### config.mk
export PLATFORM = sky130hd
export DESIGN_NAME = ram_requester
export DESIGN_NICKNAME = d
export VERILOG_FILES = /design/src/rtl/cpu_types_pkg.sv /design/src/rtl/ram_arbiter.sv /design/src/rtl/ram_requester.sv
export SDC_FILE = /design/constraint.sdc
export NUM_CORES = 1
export LEC_CHECK = 0
export BUFFER_PORTS_ARGS = -buffer_cell sky130_fd_sc_hd__buf_4
export CAP_MARGIN = 15
export CORE_AREA = 2 2 102 104
export CTS_CLUSTER_DIAMETER = 60
export DETAILED_ROUTE_END_ITERATION = 12
export DIE_AREA = 0 0 104 106
export PLACE_DENSITY_LB_ADDON = 0.15
export SKIP_LAST_GASP = 1
export SLEW_MARGIN = 40
export SYNTH_ARGS = -nofsm -noshare
export SYNTH_HDL_FRONTEND = slang
export SYNTH_SLANG_ARGS = --single-unit
### constraint.sdc
create_clock -name CLK -period 1.8 [get_ports CLK]
set_input_delay 0.36 -clock CLK [delete_from_list [all_inputs] [get_ports CLK]]
set_output_delay 0.36 -clock CLK [all_outputs]
set_load 0.02 [all_outputs]
### src/rtl/cpu_types_pkg.sv
// Shared CPU/RAM handshake types: RAM responder status, requester FSM states
// and the arbitration grant owner.
package cpu_types_pkg;

    typedef logic [31:0] word_t;

    typedef enum logic [1:0] {FREE, BUSY, ACCESS, ERROR} ramstate_t;

    typedef enum logic [1:0] {IDLE, IREQ, DREQ} reqstate_t;

    typedef enum logic {INSTR, DATA} grant_t;

endpackage

### src/rtl/ram_arbiter.sv
// Round-robin pick between instruction and data requests.
// The last winner loses the next tie, so neither side can starve.
module ram_arbiter
    import cpu_types_pkg::*;
(
    input  logic   CLK,
    input  logic   RST,
    input  logic   en,
    input  logic   irq,
    input  logic   drq,
    output logic   valid,
    output grant_t pick
);

    grant_t last_grant;

    always_comb begin
        valid = en & (irq | drq);
        pick  = (drq && (!irq || last_grant == INSTR)) ? DATA : INSTR;
    end

    always_ff @(posedge CLK) begin
        if (RST)
            last_grant <= INSTR;
        else if (valid)
            last_grant <= pick;
    end

endmodule

### src/rtl/ram_requester.sv
// Initiator side of the cpu_ram_if port: arbitrates fetch and data accesses,
// holds the RAM request stable until ACCESS/ERROR/timeout, returns the result.
//
// state | meaning
// IDLE  | enables low, arbitrate and latch the winning request
// IREQ  | instruction read outstanding on the RAM port
// DREQ  | data read or write outstanding on the RAM port
module ram_requester
    import cpu_types_pkg::*;
#(
    parameter int    TIMEOUT = 64,
    parameter word_t BAD     = 32'hBAD1BAD1
) (
    input  logic      CLK,
    input  logic      RST,
    input  logic      iREN,
    input  word_t     iaddr,
    output word_t     iload,
    output logic      iwait,
    input  logic      dREN,
    input  logic      dWEN,
    input  word_t     daddr,
    input  word_t     dstore,
    output word_t     dload,
    output logic      dwait,
    output logic      ramREN,
    output logic      ramWEN,
    output word_t     ramaddr,
    output word_t     ramstore,
    input  word_t     ramload,
    input  ramstate_t ramstate,
    output logic      err
);

    localparam int TW = (TIMEOUT > 2) ? $clog2(TIMEOUT) : 1;

    reqstate_t     state;
    logic [TW-1:0] timer;
    logic          gvalid;
    grant_t        gpick;
    logic          busy, done, abort, fin;

    ram_arbiter u_arb (
        .CLK   (CLK),
        .RST   (RST),
        .en    (state == IDLE),
        .irq   (iREN),
        .drq   (dREN | dWEN),
        .valid (gvalid),
        .pick  (gpick)
    );

    always_comb begin
        busy  = (state != IDLE);
        done  = busy && (ramstate == ACCESS);
        abort = busy && (ramstate != ACCESS)
                && ((ramstate == ERROR) || (timer == TW'(TIMEOUT - 1)));
        fin   = done | abort;

        iwait = iREN & ~((state == IREQ) & fin);
        dwait = (dREN | dWEN) & ~((state == DREQ) & fin);

        iload = '0;
        if (state == IREQ && done)
            iload = ramload;
        else if (state == IREQ && abort)
            iload = BAD;

        // ramREN holds the latched read direction while in DREQ
        dload = '0;
        if (state == DREQ && done && ramREN)
            dload = ramload;
        else if (state == DREQ && abort)
            dload = BAD;

        err = abort | (gvalid && gpick == DATA && dREN && dWEN);
    end

    always_ff @(posedge CLK) begin
        if (RST) begin
            state    <= IDLE;
            ramREN   <= 1'b0;
            ramWEN   <= 1'b0;
            ramaddr  <= '0;
            ramstore <= '0;
            timer    <= '0;
        end else begin
            case (state)
                IDLE: begin
                    if (gvalid) begin
                        timer <= '0;
                        if (gpick == DATA) begin
                            state    <= DREQ;
                            ramaddr  <= daddr;
                            ramstore <= dstore;
                            ramREN   <= dREN & ~dWEN;
                            ramWEN   <= dWEN;
                        end else begin
                            state    <= IREQ;
                            ramaddr  <= iaddr;
                            ramstore <= '0;
                            ramREN   <= 1'b1;
                            ramWEN   <= 1'b0;
                        end
                    end
                end
                default: begin
                    timer <= timer + TW'(1);
                    if (fin) begin
                        state  <= IDLE;
                        ramREN <= 1'b0;
                        ramWEN <= 1'b0;
                    end
                end
            endcase
        end
    end

endmodule

# Yosys cells after proc, flatten, opt, wreduce, memory -nomap -nowiden
# Index checks and enable logic that the tools add are counted.
totals:
  ff_bits: 75
  inputBits: 135
  out_inout_bits: 133
  elab_cells: 69
op_classes:
  n_addsub: 1
  n_eq_ne: 7
  n_mux: 20
  n_bitwise: 14
  n_reduce_logical: 20
op_table:
  columns: ["cell", "n"]
  rows:
  - ["32-bit 2-to-1 mux", 6]
  - ["1-bit logical AND", 12]
  - ["6-bit 2-to-1 mux", 2]
  - ["1-bit 2-to-1 mux", 8]
  - ["2-bit 2-to-1 mux", 4]
  - ["6-bit by 1-bit adder with 6-bit output, second input constant", 1]
  - ["1-bit bitwise AND", 6]
  - ["2-bit equality test, second input constant", 3]
  - ["6-bit equality test, second input constant", 1]
  - ["2-bit inequality test, second input constant", 2]
  - ["1-bit NOT", 4]
  - ["1-bit OR", 4]
  - ["2-bit AND reduction", 2]
  - ["2-bit nonzero test", 2]
  - ["2-bit by 1-bit equality test with 1-bit output, second input constant", 1]
  - ["2-bit zero test", 1]
  - ["1-bit logical OR", 2]
  - ["1-bit zero test", 1]

# Depth between registers and ports, before layout
# Gate-level depths: netlist of the first run.
logic_depth:
  ltp_word: 8
  ltp_mapped: 6
  ltp_nobuf: 4

# By module
# A second synthesis of the first run with hierarchy kept.
unflattened:
  hier_cells: 458
  area_unflattened_um2: 3749.8
by_module_without_submodules:
  columns: ["module", "n_inst", "cells_per_inst", "area_per_inst_um2", "seq_area_each_um2"]
  rows:
  - ["ram_requester", 1, 452, 3688.5, 1481.4]
  - ["ram_arbiter", 1, 6, 61.3, 20.0]

# Worst setup path after synthesis of the first run
# OpenSTA, ideal clock, no wires.
synth_path:
  path_type: "reg2out"
  start: "register ramREN"
  end: "output port dload[11]"
  arrival_time_ns: 1.586
  t_required_ns: 1.440
  slack_ns: -0.146
  path_stages_with_launch: 5
  path_buffers: 2
  cell_sequence: "dfxtp_1 clkbuf_1 clkbuf_1 a21oi_1 nor3_1"
synth_between:
  elab_chain_len: 2
synth_lines:
  columns: ["element", "line", "source"]
  rows:
  - ["start, declared", "ram_requester.sv:26", "output logic ramREN,"]
  - ["start signal, assigned", "ram_requester.sv:96", "ramREN <= dREN & ~dWEN;"]
  - ["1-bit logical AND", "ram_requester.sv:71", "if (state == DREQ && done && ramREN)"]
  - ["32-bit 2-to-1 mux", "ram_requester.sv:71", null]
  - ["end, declared", "ram_requester.sv:24", "output word_t dload,"]
# Every way passes these cells.

# Final worst setup path of the first run
layout_path:
  start: "register timer[3]"
  end: "output port dload[25]"
layout_between:
  elab_chain_len: 6
layout_lines:
  columns: ["element", "line", "source"]
  rows:
  - ["start, declared", "ram_requester.sv:38", "logic [TW-1:0] timer;"]
  - ["start signal, assigned", "ram_requester.sv:108", "timer <= timer + TW'(1);"]
  - ["6-bit equality test", "ram_requester.sv:57", "&& ((ramstate == ERROR) || (timer == TW'(TIMEOUT - 1)));"]
  - ["1-bit logical OR", "ram_requester.sv:57", null]
  - ["1-bit logical AND", "ram_requester.sv:57", null]
  - ["1-bit logical AND", "ram_requester.sv:73", "else if (state == DREQ && abort)"]
  - ["32-bit 2-to-1 mux", "ram_requester.sv:73", null]
  - ["32-bit 2-to-1 mux", "ram_requester.sv:71", null]
# Every way passes these cells.

==> results_tabular.tex, run 1 <==
\begin{tabular}{lr}
\hline
Metric & Value \\
\hline
\multicolumn{2}{l}{\textbf{Synth}} \\
\quad Portion of synthesized cell area occupied by the leading cell type & between 30\% and 40\% \\
\quad Synth cell types & roughly 40 \\
\quad Post-synthesis cell area & 3877 um2 \\
\quad Largest cells by area after synthesis & dfxtp\_1 39\%, a21oi\_1 11\%, mux2i\_1 8.3\% \\
\quad Post-synthesis async set-or-reset flop share & 0\% \\
\quad Flops \& latches, synth & 75 \\
\quad Number of synthesized flops with an enable pin & 0 \\
\quad Synthesis warning total & 0 \\
\quad Most used flip-flop cell after synthesis & dfxtp\_1 \\
\quad Yosys top cell by area & dfxtp\_1 \\
\quad Mean instance size in the synthesized netlist & 8.061 um2 \\
\quad Mapped Nets & 617 \\
\quad Cells after synthesis & 481 \\
\quad Register area share after synthesis & between 30\% and 40\% \\
\multicolumn{2}{l}{\textbf{Clock tree}} \\
\quad Sink Count & between 70 and 80 \\
\quad Clock transition at the register clock pins on the worst setup and hold paths after CTS & 100 ps \\
\quad Clock Latency Late Sink & around 350 ps \\
\quad H-Tree Level Count & 3 \\
\quad Cts bufs inserted & 9 \\
\quad CTS tree & done \\
\quad CTS root buffer & clkbuf\_8 \\
\quad CTS Buffer Depth & 2 \\
\multicolumn{2}{l}{\textbf{Outcome}} \\
\quad Violated checks & negative setup slack \\
\quad Outcome & finished, violations left \\
\multicolumn{2}{l}{\textbf{Detailed routing}} \\
\quad Detailed-router iteration count before antenna repair & 4 \\
\quad DR WL/cell & 16.94 um \\
\quad Final wirelength & between 10 and 15 mm \\
\quad Number of nets with antenna violations after detailed routing & 0 \\
\quad DRC violation total after the first TritonRoute iteration & 253 \\
\quad Per-cell via count in the routed design & $\sim$5.4 \\
\quad DRC violation count after routing & 0 \\
\quad Routed via count & 4749 \\
\multicolumn{2}{l}{\textbf{Pwr}} \\
\quad Proportion of power drawn by the clock network & between 20\% and 30\% \\
\quad Psw & about 2.0 mW \\
\quad Highest ir drop seen on vdd & between 0.0004 and 0.0005 V \\
\quad Power after layout & 5.414 mW \\
\quad Total power density per cell area & 798.6 nW/um2 \\
\quad Proportion of total power due to net switching & 37.62\% \\
\quad Gate power share & 40.1\% \\
\quad Portion of total power attributed to sequential cells & between 30\% and 40\% \\
\quad Internal portion of total power & 3.377 mW \\
\quad Leak & 3.097 nW \\
\multicolumn{2}{l}{\textbf{Die}} \\
\quad Boundary pin count & 268 \\
\quad Die Ht & 106 um \\
\quad Die span in x & 104 um \\
\quad Initial Utilization & 38.78\% \\
\quad Area of the core region & 10000 um2 \\
\quad Row cnt & 37 \\
\quad Total Die Area & 11020 um2 \\
\multicolumn{2}{l}{\textbf{Final layout}} \\
\quad Diode count & 0 \\
\quad Most common cell after layout, fill and taps aside & buf\_4 \\
\quad Highest-count cells in the layout ignoring fill and taps & 259 x buf\_4, 87 x a21oi\_1, 69 x dfxtp\_1, 34 x a211oi\_1, 34 x buf\_6 \\
\quad Synthesis-to-finish area growth & 74.83\% \\
\quad Layout cell share with drive strength beyond 1 & 53.59\% \\
\quad Count of nets after finishing & 870 \\
\multicolumn{2}{l}{\textbf{Critical path}} \\
\quad Depth of the most critical reg-to-reg path & 7 \\
\quad Required time worst endpoint & 1440 ps \\
\quad Worst Setup Path Type & reg -> out \\
\quad Critical Path, Cell by Cell & and3\_4, a31oi\_4, buf\_12, nor3\_1, buf\_4 \\
\quad Arrival time reported for the critical path endpoint & 1650 ps \\
\quad Slowest stage cell on the critical path & dfxtp\_2 \\
\quad Maximum fanout count along the critical path & 22 \\
\quad Setup crit start kind & flop \\
\quad Reg-to-Reg Start & state[0] \\
\quad Endpoint kind of the worst setup timing path & output pin \\
\quad Worst flop-to-flop path endpoint & ramstore[13] \\
\quad Peak per-stage delay on the critical path & 370 ps \\
\quad Crit path from & timer[3] \\
\quad Setup slack of the worst register-to-register path & 130 ps \\
\multicolumn{2}{l}{\textbf{STA}} \\
\quad Hold\_ws & 262.6 ps \\
\quad Slack of the critical path & -205.7 ps \\
\quad Worst slew margin & 68.33\% \\
\quad Fin Clk Skew & 13.40 ps \\
\quad Setup Viol. Count Final & 53 \\
\quad Crit share post-route & 111.4\% \\
\quad Final count of pins violating max slew & 0 \\
\quad Maximum achievable frequency & 498.6 MHz \\
\quad Slew @ Worst Pin & 475.1 ps \\
\quad Clock period minus final worst setup slack & 2006 ps \\
\quad Setup repair after global routing missed its margin & true \\
\quad Hold Vio Cnt, Final & 0 \\
\multicolumn{2}{l}{\textbf{Worst hold path}} \\
\quad Capture endpoint of the worst hold path & ramstore[16] \\
\quad Hold crit path type & in -> reg \\
\quad Beginning of the worst hold path & dstore[16] \\
\quad Hold depth & 3 \\
\multicolumn{2}{l}{\textbf{Global route}} \\
\quad First-pass GRT wire length & 22.60 mm \\
\quad Number of global-route vias before repair & 4565 \\
\quad Global routing usage summed across all routing layers & between 20 and 30\% \\
\quad Largest net degree at the start of global routing & 42 \\
\quad Remaining global-route overflow & 0 \\
\quad Antenna violations before repair & 0 \\
\multicolumn{2}{l}{\textbf{Placement}} \\
\quad Final Wtd Congestion & 0.8026 \\
\quad Count of port buffers added during placement & 267 \\
\quad Pre-CTS setup slack & 5.877 ps \\
\quad DPL Wire Length & 10.31 mm \\
\multicolumn{2}{l}{\textbf{Job}} \\
\quad Max capacitance violation total & 0 \\
\hline
\end{tabular}
==> power groups by stage <==
stage	combinational (mW)	sequential [mW]	clock [mW]
floorplan	0.908	2.26	0
global placement	2.04	2.03	0
detailed placement	2.09	2.04	0
CTS	2.15	2.00	1.26
global route	2.32	2.03	1.34
finish	2.17	2.00	1.24
==> worst max path at each step <==
stage	end	slack, ps	cells after the start
after global placement	dload[4]	90	6
after floorplan	dload[16]	-150	4
after CTS	dload[4]	-190	5
final	dload[25]	-210	5
after global routing	dload[25]	-250	5
after detailed placement	dload[4]	6	6
==> critical path: cells and delay by family, from the launching register on <==
family                 cells  cell delay [ps]
AO/OA/AOI/OAI              1              120
buffers and inverters      2              370
flip-flops                 1              370
AND/OR/NAND/NOR            2              440
==> flip-flops by register name, indices dropped and copies added, names as in the netlist <==
name,count
ramWEN,1
ramstore,32
u_arb.last_grant,1
ramaddr,32
ramREN,1
state,2
timer,6
==> repair_timing <==
item	in CTS	in global routing
setup endpoints to repair	67	67
gates resized for setup	54	37
pin swaps	16	2
cloned	2	0
hold buffers	0	0
buffers inserted	4	0
==> per-stage QoR <==
stage,std cells,instance area [um2],utilization (%),setup TNS [ps]
4_1_cts,875,6653,66.53,-6197
6_report,875,6779,67.79,-5843
3_3_place_gp,853,6252,62.53,0
5_1_grt,875,6779,67.79,-9445
3_5_place_dp,853,6252,62.53,0
2_1_floorplan,481,3989,-,-1297
==> metal layers <==
metal	track usage [%]	routed length, um	up-vias	share of wire [%]
met5	0	0	-	0
met4	9.846	454	0	3.1
met3	5.579	1032	36	7.0
met2	47.09	7745	242	52
met1	27.21	5590	2196	38
li1	-	-	2275	-
==> synth_stat cells (2+ instances only) <==
cell,number
nand4_1,32
buf_2,21
mux2i_1,32
nand3_1,4
buf_1,4
o21ai_1,3
inv_1,2
nand2b_1,3
o21ai_0,31
o211ai_1,2
and3_1,2
dfxtp_1,75
a211oi_1,34
a32o_1,2
o21a_1,2
nor3_1,38
a21oi_1,87
and2_1,28
clkbuf_1,32
nand2_1,4
nor2_1,21
o2111ai_1,2
nor2_2,2
==> logic make-up (layout without fill, tap and decap cells) <==
| family | after synthesis | in the layout | synth area share, % |
|---|---|---|---|
| and+or+nand+nor | 139 | 139 | 19.56 |
| xor gates and xnor gates | 1 | 1 | 0.2259 |
| AOI/OAI and AO/OA | 172 | 172 | 26.04 |
| adders and majority gates | 1 | 1 | 0.3226 |
| muxes | 32 | 32 | 8.261 |
| buffers and inverters | 61 | 319 | 6.873 |
| DFF | 75 | 75 | 38.72 |
==> layout make-up <==
class / count / area, um2
clock inverter: 7 / 60.06
multi-input combinational: 345 / 2419
timing repair buffer: 301 / 2487
tap: 136 / 170.2
clock buffer: 9 / 123.9
fill: 825 / 3221
inverter: 2 / 7.507
sequential: 75 / 1511
Power figures use the tool's default switching activity.
==> run 2: changes to the inputs <==
--- a/config.mk
+++ b/config.mk
@@ -11,7 +11,9 @@
 export CTS_CLUSTER_DIAMETER = 60
 export DETAILED_ROUTE_END_ITERATION = 12
 export DIE_AREA = 0 0 104 106
+export GPL_ROUTABILITY_DRIVEN = 0
 export PLACE_DENSITY_LB_ADDON = 0.15
+export SKIP_CTS_REPAIR_TIMING = 1
 export SKIP_LAST_GASP = 1
 export SLEW_MARGIN = 40
 export SYNTH_ARGS = -nofsm -noshare
==> run 2 against run 1 <==
The run still ends with negative setup slack left. First-iteration DRC count shrank 19%. Clock power barely moved. Sequential power barely moved. Global-route usage down 0.91 points. Setup slack better by 10 ps. Die area unchanged. Clock-buffer cell count stayed put. Utilization fell by 1.3 points. Design area decreased by 2.0%. Via count is 1.1% lower. Power is 0.81% lower. Largest power group unchanged.
==> results_tabular.tex, run 2 (same netlist as run 1, synthesis figures left out) <==
\begin{tabular}{lr}
\hline
Metric & Value \\
\hline
\multicolumn{2}{l}{\textbf{Outcome}} \\
\quad Outcome & finished, violations left \\
\quad Violated checks & negative setup slack \\
\multicolumn{2}{l}{\textbf{Die}} \\
\quad Row cnt & 37 (unchanged) \\
\quad Boundary pin count & 268 (unchanged) \\
\quad Die Ht & 106 um (unchanged) \\
\quad Initial Utilization & 38.78\% (unchanged) \\
\quad Area of the core region & 10000 um2 (unchanged) \\
\quad Die span in x & 104 um (unchanged) \\
\quad Total Die Area & 11020 um2 (unchanged) \\
\multicolumn{2}{l}{\textbf{Detailed routing}} \\
\quad Per-cell via count in the routed design & 5.385 (-0.78\%) \\
\quad Routed via count & 4696 (-1.1\%) \\
\quad Number of nets with antenna violations after detailed routing & 0 (unchanged) \\
\quad DRC violation total after the first TritonRoute iteration & 204 (-19\%) \\
\quad DRC violation count after routing & 0 (unchanged) \\
\quad Final wirelength & 14.36 mm (-3.1\%) \\
\quad Detailed-router iteration count before antenna repair & 4 (unchanged) \\
\quad DR WL/cell & 16.47 um (-2.8\%) \\
\multicolumn{2}{l}{\textbf{STA}} \\
\quad Maximum achievable frequency & 501.2 MHz (+0.52\%) \\
\quad Fin Clk Skew & 6.551 ps (-6.852 ps) \\
\quad Setup Viol. Count Final & 53 (unchanged) \\
\quad Worst slew margin & 68.56\% (+0.24 points) \\
\quad Slew @ Worst Pin & 471.5 ps (-3.549 ps) \\
\quad Hold Vio Cnt, Final & 0 (unchanged) \\
\quad Clock period minus final worst setup slack & 1995 ps (-10.37 ps) \\
\quad Slack of the critical path & -195.3 ps (+10.37 ps) \\
\quad Final count of pins violating max slew & 0 (unchanged) \\
\quad Crit share post-route & 110.9\% (-0.58 points) \\
\quad Setup repair after global routing missed its margin & true \\
\quad Hold\_ws & 270.3 ps (+7.754 ps) \\
\quad Setup\_tns & -6348 ps (-505.3 ps) \\
\multicolumn{2}{l}{\textbf{Critical path}} \\
\quad Maximum fanout count along the critical path & 22 (unchanged) \\
\quad Endpoint kind of the worst setup timing path & output pin \\
\quad Setup crit start kind & flop \\
\quad Required time worst endpoint & 1440 ps (about the same) \\
\quad Arrival time reported for the critical path endpoint & 1640 ps (about the same) \\
\quad Worst Setup Path Type & reg -> out \\
\multicolumn{2}{l}{\textbf{Final layout}} \\
\quad Layout cell share with drive strength beyond 1 & 50.95\% (-2.6 points) \\
\quad Highest-count cells in the layout ignoring fill and taps & 273 x buf\_4, 87 x a21oi\_1, 69 x dfxtp\_1, 34 x a211oi\_1 \\
\quad Design area & 6646 um2 (-2.0\%) \\
\quad Largest registers & ramaddr: 32 flops, ramstore: 32 flops, timer: 6 flops \\
\quad Most common cell after layout, fill and taps aside & buf\_4 \\
\quad Count of nets after finishing & 867 (-0.34\%) \\
\quad Synthesis-to-finish area growth & 71.41\% \\
\quad Diode count & 0 (unchanged) \\
\multicolumn{2}{l}{\textbf{Clock tree}} \\
\quad Clock Latency Late Sink & 350 ps (about the same) \\
\quad Cts bufs inserted & 9 (unchanged) \\
\quad CTS tree & done \\
\quad Clock transition at the register clock pins on the worst setup and hold paths after CTS & 90 ps (about the same) \\
\quad Sink Count & 75 (unchanged) \\
\quad CTS root buffer & clkbuf\_8 \\
\quad H-Tree Level Count & 3 (unchanged) \\
\quad CTS Buffer Depth & 2 (unchanged) \\
\multicolumn{2}{l}{\textbf{Global route}} \\
\quad Number of global-route vias before repair & 4458 (-2.3\%) \\
\quad First-pass GRT wire length & 21.87 mm (-3.3\%) \\
\quad Global routing usage summed across all routing layers & 24.11\% (-0.91 points) \\
\quad Antenna violations before repair & 0 (unchanged) \\
\quad Remaining global-route overflow & 0 (unchanged) \\
\quad Largest net degree at the start of global routing & 42 (unchanged) \\
\multicolumn{2}{l}{\textbf{Placement}} \\
\quad Cell area after placement & 6252 um2 (unchanged) \\
\quad DPL Wire Length & 10.31 mm (unchanged) \\
\quad Count of port buffers added during placement & 267 (unchanged) \\
\multicolumn{2}{l}{\textbf{Pwr}} \\
\quad Total power density per cell area & 807.9 nW/um2 (+1.2\%) \\
\quad Psw & 2.019 mW (-0.89\%) \\
\quad Highest ir drop seen on vdd & 0.0004894 V (-0.12\%) \\
\quad Internal portion of total power & 3.351 mW (-0.77\%) \\
\quad Gate power share & 39.7\% (-0.4 points) \\
\quad Proportion of power drawn by the clock network & 22.9\% (about the same) \\
\quad Leak & 3.045 nW (-1.7\%) \\
\quad Proportion of total power due to net switching & 37.59\% (about the same) \\
\quad Portion of total power attributed to sequential cells & 37.3\% (+0.3 points) \\
\multicolumn{2}{l}{\textbf{Worst hold path}} \\
\quad Hold crit path type & in -> reg \\
\multicolumn{2}{l}{\textbf{Job}} \\
\quad Max capacitance violation total & 0 (unchanged) \\
\hline
\end{tabular}
==> run 2: cell types whose count changed in the layout (fill, tap and decap cells not counted), moves of 14 or more <==
cell / before / now
buf_4: 259 / 273
and2_4: 28 / 14
buf_6: 34 / 17
and2_1: 0 / 14
==> run 2: path summary, 6_finish.rpt <==
check	from	to	slack (ps)	cells after the start
worst min register to register	ramstore[14]	ramstore[14]	480	2
worst max register to register	state[1]	ramstore[13]	190	6
worst min-delay path	dstore[16]	ramstore[16]	270	3
worst max-delay path	timer[4]	dwait	-200	5
==> run 2: through the flow <==
step                std cells  setup WS (ps)  power [mW]  util [%]
global placement          853          92.65       4.070     62.53
finish                    872         -195.3       5.370     66.47
floorplan                 481         -145.7       3.164         -
CTS                       869         -352.5       5.354     64.36
detailed placement        853          5.877       4.124     62.53
global route              872         -251.3       5.643     66.47
==> run 2: metal layers <==
metal / wire [um] / GRT usage, % / vias up
li1: - / - / 2271
met1: 5479 / 26.53 / 2181
met2: 7562 / 45.07 / 214
met3: 948 / 5.334 / 30
met4: 369 / 9.363 / 0
met5: 0 / 0 / -
==> run 2: cell type report <==
type                       count  area [um2]
tap                          136       170.2
fill                         850        3353
timing repair buffer         298        2401
multi-input combinational    345        2370
clock inverter                 7       60.06
sequential                    75        1514
inverter                       2       7.507
clock buffer                   9       123.9
==> run 2: power by group through the flow <==
stage	logic (mW)	registers (mW)	clock network, mW
floorplan	0.908	2.26	0
global placement	2.04	2.03	0
detailed placement	2.09	2.04	0
CTS	2.09	2.00	1.26
global route	2.28	2.03	1.34
finish	2.13	2.00	1.23
==> run 2: worst max-delay path, stage by stage (launching register included) <==
cell	delay, ps
dfxtp_2	350
and3_4	190
a31oi_4	250
buf_12	210
o22a_1	150
buf_4	140
